--- src/rtl/sfp_ctrl_if.sv ---
// Streaming ports of sfp_ctrl: partial-sum beat handshake (in_*) and result handshake (res_*).
// Valid/ready rule for both channels: a transfer happens on a rising clk edge where valid & ready are
// both 1; a producer holding valid keeps its payload stable until that edge, and ready may precede valid.
interface sfp_ctrl_if #(
  parameter int psum_bw = 16
);
  logic               in_valid;
  logic               in_ready;
  logic [psum_bw-1:0] res;
  logic               res_valid;
  logic               res_ready;

  modport master (
    output in_valid,
    input  in_ready,
    input  res,
    input  res_valid,
    output res_ready
  );

  modport slave (
    input  in_valid,
    output in_ready,
    output res,
    output res_valid,
    input  res_ready
  );
endinterface

--- src/rtl/sfp_ctrl.sv ---
// Sequencer for one accumulate/ReLU sfp lane: clear, stream len beats, ReLU, capture, present result.
// Optional macro SFP_CTRL_STALL_CNT_EN enables the saturating ACC bubble counter on stall_cnt.
module sfp_ctrl #(
  parameter int psum_bw = 16,
  parameter int len_bw  = 8
) (
  input  logic               clk,
  input  logic               reset,
  input  logic               start,
  input  logic [len_bw-1:0]  len,
  input  logic               relu_en,
  output logic               busy,
  output logic               sfp_acc,
  output logic               sfp_relu,
  output logic               sfp_reset,
  input  logic [psum_bw-1:0] sfp_out,
  output logic [15:0]        stall_cnt,
  output logic [2:0]         state_dbg,
  sfp_ctrl_if.slave          bus
);

  typedef enum logic [2:0] {
    IDLE = 3'd0,
    CLR  = 3'd1,
    ACC  = 3'd2,
    RELU = 3'd3,
    CAP  = 3'd4,
    OUT  = 3'd5
  } state_t;

  state_t             state_q, state_d;
  logic [len_bw-1:0]  cnt_q, cnt_d;
  logic               relu_q, relu_d;
  logic [psum_bw-1:0] res_q, res_d;
  logic               in_ready_c, acc_c, relu_c, res_valid_c;

  always_ff @(posedge clk or posedge reset) begin
    if (reset) begin
      state_q <= IDLE;
      cnt_q   <= '0;
      relu_q  <= 1'b0;
      res_q   <= '0;
    end else begin
      state_q <= state_d;
      cnt_q   <= cnt_d;
      relu_q  <= relu_d;
      res_q   <= res_d;
    end
  end

  always_comb begin
    state_d     = state_q;
    cnt_d       = cnt_q;
    relu_d      = relu_q;
    res_d       = res_q;
    in_ready_c  = 1'b0;
    acc_c       = 1'b0;
    relu_c      = 1'b0;
    res_valid_c = 1'b0;
    case (state_q)
      IDLE: begin
        if (start) begin
          cnt_d   = len;
          relu_d  = relu_en;
          state_d = CLR;
        end
      end
      CLR: begin
        state_d = (cnt_q != '0) ? ACC : RELU;
      end
      ACC: begin
        // sfp accumulates on exactly the cycles a beat is transferred
        in_ready_c = 1'b1;
        acc_c      = bus.in_valid;
        if (bus.in_valid) begin
          cnt_d = cnt_q - len_bw'(1);
          if (cnt_q == len_bw'(1)) state_d = RELU;
        end
      end
      RELU: begin
        relu_c  = relu_q;
        state_d = CAP;
      end
      CAP: begin
        res_d   = sfp_out;
        state_d = OUT;
      end
      OUT: begin
        res_valid_c = 1'b1;
        if (bus.res_ready) state_d = IDLE;
      end
      default: state_d = IDLE;
    endcase
  end

  assign busy          = (state_q != IDLE);
  assign sfp_acc       = acc_c;
  assign sfp_relu      = relu_c;
  // Controller reset also clears the sfp so a discarded command leaves no residue
  assign sfp_reset     = (state_q == CLR) | reset;
  assign bus.in_ready  = in_ready_c;
  assign bus.res_valid = res_valid_c;
  assign bus.res       = res_q;
  assign state_dbg     = state_q;

`ifdef SFP_CTRL_STALL_CNT_EN
  logic [15:0] stall_q;

  always_ff @(posedge clk or posedge reset) begin
    if (reset) begin
      stall_q <= '0;
    end else if (state_q == CLR) begin
      stall_q <= '0;
    end else if (state_q == ACC && !bus.in_valid && stall_q != 16'hFFFF) begin
      stall_q <= stall_q + 16'd1;
    end
  end

  assign stall_cnt = stall_q;
`else
  assign stall_cnt = '0;
`endif

endmodule

--- src/flat_wrapper.sv ---
// flat-port wrapper written by rule: the top's interface ports become plain ports
module sfp_ctrl_flat 
#(
  parameter int psum_bw = 16,
  parameter int len_bw  = 8
)
  (clk, reset, start, len, relu_en, busy, sfp_acc, sfp_relu, sfp_reset, sfp_out, stall_cnt, state_dbg, bus_in_valid, bus_in_ready, bus_res, bus_res_valid, bus_res_ready);
  sfp_ctrl_if #(.psum_bw(psum_bw)) bus_i ();
  input  logic clk;
  input  logic reset;
  input  logic start;
  input  logic [len_bw-1:0] len;
  input  logic relu_en;
  output logic busy;
  output logic sfp_acc;
  output logic sfp_relu;
  output logic sfp_reset;
  input  logic [psum_bw-1:0] sfp_out;
  output logic [15:0] stall_cnt;
  output logic [2:0] state_dbg;
  input wire logic [$bits(bus_i.in_valid)-1:0] bus_in_valid;
  output wire logic [$bits(bus_i.in_ready)-1:0] bus_in_ready;
  output wire logic [$bits(bus_i.res)-1:0] bus_res;
  output wire logic [$bits(bus_i.res_valid)-1:0] bus_res_valid;
  input wire logic [$bits(bus_i.res_ready)-1:0] bus_res_ready;
  assign bus_i.in_valid = bus_in_valid;
  assign bus_in_ready = bus_i.in_ready;
  assign bus_res = bus_i.res;
  assign bus_res_valid = bus_i.res_valid;
  assign bus_i.res_ready = bus_res_ready;
  sfp_ctrl #(.psum_bw(psum_bw), .len_bw(len_bw)) u_core (.clk(clk), .reset(reset), .start(start), .len(len), .relu_en(relu_en), .busy(busy), .sfp_acc(sfp_acc), .sfp_relu(sfp_relu), .sfp_reset(sfp_reset), .sfp_out(sfp_out), .stall_cnt(stall_cnt), .state_dbg(state_dbg), .bus(bus_i));
endmodule
--- config.mk ---
export PLATFORM = sky130hd
export DESIGN_NAME = sfp_ctrl_flat
export DESIGN_NICKNAME = d
export VERILOG_FILES = /design/src/rtl/sfp_ctrl_if.sv /design/src/rtl/sfp_ctrl.sv /design/src/flat_wrapper.sv
export SDC_FILE = /design/constraint.sdc
export NUM_CORES = 1
export LEC_CHECK = 0
export BUFFER_PORTS_ARGS = -buffer_cell sky130_fd_sc_hd__buf_2
export CORE_MARGIN = 2
export CORE_UTILIZATION = 30
export DETAILED_ROUTE_END_ITERATION = 10
export MAX_ROUTING_LAYER = met4
export SLEW_MARGIN = 0
export SYNTH_ARGS = -nofsm -noshare
export SYNTH_HDL_FRONTEND = slang
export SYNTH_SLANG_ARGS = --single-unit
--- constraint.sdc ---
create_clock -name clk -period 2.36 [get_ports clk]
set_input_delay 0.472 -clock clk [delete_from_list [all_inputs] [get_ports clk]]
set_output_delay 0.472 -clock clk [all_outputs]
set_load 0.02 [all_outputs]
# --- Yosys cells after proc, flatten, opt, wreduce, memory -nomap -nowiden ---
# Index checks and enable logic that the tools add are counted.
# Widths: inputs -> output; s select.
classes:
  shifts: 0
  n_mux: 13
  multipliers: 0
  div_mod_pow: 0
  magnitude_cmp: 0
  add_sub_neg: 1
  eq_ne: 10
  bitwise_logic: 1
  reduce_logical: 7
op_table:
  columns: ["cell", "n"]
  rows:
  - ["$pmux 3 s6", 1]
  - ["$mux 8", 2]
  - ["$pmux 8 s2", 1]
  - ["$mux 3", 4]
  - ["$eq 8x1->1 const B", 1]
  - ["$reduce_bool 8->1", 1]
  - ["$sub 8x1->8 const B", 1]
  - ["$eq 3x2->1 const B", 2]
  - ["$eq 3x3->1 const B", 2]
  - ["$ne 2x2->1 const B", 3]
  - ["$mux 1", 5]
  - ["$reduce_and 4->1", 1]
  - ["$eq 3x1->1 const B", 1]
  - ["$logic_not 3->1", 1]
  - ["$reduce_and 3->1", 1]
  - ["$reduce_bool 3->1", 1]
  - ["$ne 2x1->1 const B", 1]
  - ["$reduce_and 2->1", 1]
  - ["$reduce_bool 2->1", 1]
  - ["$or 1x1->1", 1]
word_totals:
  romBits: 0
  input_bits: 30
  register_bits: 28
  n_memories: 0
  latch_bits: 0
  wordCells: 36
  ramBits: 0
  output_inout_bits: 41

# --- Longest topological paths before layout ---
logic_depth:
  depth_word: 4
  depth_mapped: 6
  depth_no_buf: 6

# --- Least setup slack after synthesis ---
# Ideal clock, no wire load.
synth_timing:
  kind: "input-to-output"
  startpoint: "in reset"
  endpoint: "out sfp_reset"
  arrival_ns: 1.426
  required_ns: 1.888
  n_path_buf: 0
  path_stages: 2
  path_slack_ns: 0.462
  path_cell_list: "inv_1 -> o21ai_1"
synth_between:
  elab_chain_cells: 1
synth_rtl:
  columns: ["element", "line", "source"]
  rows:
  - ["start, declared", "flat_wrapper.sv:10", "input logic reset;"]
  - ["$or 1x1->1", "sfp_ctrl.sv:100", "assign sfp_reset = (state_q == CLR) | reset;"]
  - ["end, declared", "flat_wrapper.sv:17", "output logic sfp_reset;"]
# No other way between the ends.

# --- Worst setup path after layout ---
layout_timing:
  startpoint: "reg u_core.state_q[0], in the netlist u_core.state_dbg[0]"
  endpoint: "out bus_in_ready"
layout_between:
  elab_chain_cells: 2
layout_rtl:
  columns: ["element", "line", "source"]
  rows:
  - ["start, declared", "sfp_ctrl.sv:31", "state_t state_q, state_d;"]
  - ["start signal, assigned", "sfp_ctrl.sv:44", "state_q <= state_d;"]
  - ["$eq 3x2->1", "sfp_ctrl.sv:60", "case (state_q)"]
  - ["$mux 1", "sfp_ctrl.sv:60", null]
  - ["end, declared", "flat_wrapper.sv:22", "output wire logic [$bits(bus_i.in_ready)-1:0] bus_in_ready;"]
# No other way between the ends.

==> out/metrics.cfg <==
[outcome]
outcome = complete, no violations

[yosys]
synthFlopType = dfrtp_1
synth.distinct_cells = 40
synth_top_cell_by_area = dfrtp_1
syn-cell-area_um2 = 1500
yosysWarnings = 0
yosys.area.top_type_share = 0.468
synthArstFlopShare = 1.00
ys_seq_area_frac = 0.468
yosys-top-cells-area = dfrtp_1 (47%), mux2_1 (14%), buf_4 (8.5%)
synth_cells = 139
synth_edf_count = 0
synth_area_per_cell_um2 = 10.8
ys_seq_elements = 28

[flow_run]
cap_violations = 0

[critical_path]
r2r_end = u_core.cnt_q[7]
crit_path_max_incr_delay_ns = 0.50
r2r_setup_slack_ns = 0.65
timing_worst_setup_path_type = reg2out
crit_path_top_delay_cell = dfrtp_1
end_kind = output port
rr_worst_depth = 5
cp_max_fo = 11
cp_top_family = flip-flops
worstReg2RegStart = u_core.state_dbg[0]
worstPathCellList = or3b_1 -> inv_2 -> buf_2
required_ns = 1.89
start_kind = register
cp_data_arrival_time_ns = 1.57
cp.buffers_inverters = 2

[die]
die_w_um = 74.7
coreArea_um2 = 4750
initial_core_util = 0.315
row_count = 25
dieArea_um2 = 5570
die_h_um = 74.7
pin_count = 71

[clock_tree]
cts_buffers = 3
cts_tree = done
clock_latency_ns = 0.26
cts_sinks = 28
hold_buffers = 0
cts_resized = 0
cts_setup_buffers = 0
cts_root_buf = clkbuf_8
h-tree-depth = 1
cts.clk_slew.worst_paths_ns = 0.09
clockBufferDepth = 2

[detailed_routing]
drt_wl_total_um = 2850
firstDrtPassIters = 4
route.detailed.drc = 0
drt_iter0_drc = 16
routedWlPerCell_um = 10.9
vias = 1131
via_per_inst = 4.33
ant_nets = 0

[sta]
setup_violations = 0
fmax_mhz = 491
skew_ns = 0.00232
slew_violations = 0
min_period_over_period = 0.863
fin_tns_setup_ns = 0
period_minus_slack_ns = 2.04
rsz0062_at_grt = false
hold_slack_ns = 0.321
final-hold-violation-count = 0

[min_path]
worstHoldPathType = in2async

[global_route]
grt.overflow.total = 0
track_usage = 0.107
grt_max_degree = 29
grt_pass1_wl_um = 4440
grt_use_met3 = 0.0201
top_usage_layer = met2
grt_use_met2 = 0.182
gr-usage-met1 = 0.125
antenna_found_initial = 0
grt_pass1_vias = 1013

[layout]
fin_area_um2 = 1830
fin_nets = 229
final_cell_mix = buf_2 (54), dfrtp_1 (28), mux2_1 (18), conb_1 (16), a21oi_1 (8)
layout_commonest_cell = buf_2
drive_gt1_frac = 0.361
instances_no_fill = 261
n_antenna_cell = 0
syn2layout_area_growth_pct = 22.4

[pwr]
leakage_uw = 0.000892
p_per_area_nw_per_um2 = 1270
sequentialPowerShare = 0.380
switching_power_uw = 1010
comb_power_share = 0.512
vdd_drop_max_v = 0.000342
switching_share = 0.435
p_clk_frac = 0.107
internal_power_uw = 1310

[placement]
port_buffers = 54
hpwl_um = 2250
place_inst = 258
gp_congestion = 0.829
placed_area_um2 = 1790

==> metal layers <==
metal  vias to the layer above  wire length [um]
met5                         -                 0
met4                         0                38
met3                         5               154
met2                        47              1400
met1                       508              1260
li1                        571                 -
==> power groups by stage <==
stage,combinational [uW],sequential [uW],clock (uW)
3_5_place_dp,1210,894,0
2_1_floorplan,697,1060,0
6_report,1190,883,249
5_1_grt,1320,921,282
3_3_place_gp,1200,889,0
4_1_cts,1210,886,264
==> cell type report <==
type                       instances  area (um^2)
timing repair buffer              58          300
tap                               67         83.8
sequential                        28          701
fill                             478         2920
multi-input combinational         98          681
clock buffer                       3         41.3
inverter                           7         26.3
==> worst max path at each step <==
stage / startpoint / end / slack [ns] / cells past startpoint
global route: u_core.state_dbg[0] / bus_in_ready / 0.22 / 3
CTS: u_core.state_dbg[0] / bus_in_ready / 0.31 / 3
global placement: u_core.state_dbg[0] / bus_in_ready / 0.63 / 3
detailed placement: u_core.state_dbg[0] / bus_in_ready / 0.62 / 3
finish: u_core.state_dbg[0] / bus_in_ready / 0.32 / 3
floorplan: reset / sfp_reset / 0.46 / 2
==> cells by family after synthesis <==
group | synth area share
xor gates and xnor gates | 0.00585
buffers and inverters | 0.115
AOI/OAI and AO/OA | 0.131
muxes | 0.135
and+or+nand+nor | 0.117
DFF | 0.468
adders and majority gates | 0.0251
other | 0.00250
==> worst reg2reg max path, delay by kind of cell, from the launching register on <==
kind / cells / cell delay (ns)
flops: 1 / 0.50
simple gates: 2 / 0.73
compound gates: 2 / 0.22
buf+inv: 1 / 0.20
==> state kept, by name, indices dropped and copies added, names as in the netlist <==
name / flops
u_core.bus.res: 16
u_core.cnt_q: 8
u_core.state_dbg: 3
u_core.relu_q: 1
==> Yosys cell counts, types with 2 or more instances <==
library cell and number:
mux2_1 18, nor3_1 2, o21ai_1 5, buf_4 17, and2_1 2, nor3_2 2, inv_1 5, o2bb2ai_1 3
inv_2 2, buf_2 3, nor4_1 2, ha_1 3, nand2_1 7, a21oi_1 8, o21ai_0 4, and3_1 2
dfrtp_1 28, nor2_1 4
==> stage by stage <==
stage,setup WS [ns],util,total power [uW]
after floorplan,0.462,-,1760
after global placement,0.631,0.377,2090
after detailed placement,0.617,0.377,2100
after CTS,0.311,0.386,2360
after global routing,0.223,0.386,2520
final,0.323,0.386,2320
No activity file was read; power rests on OpenSTA's default activity.
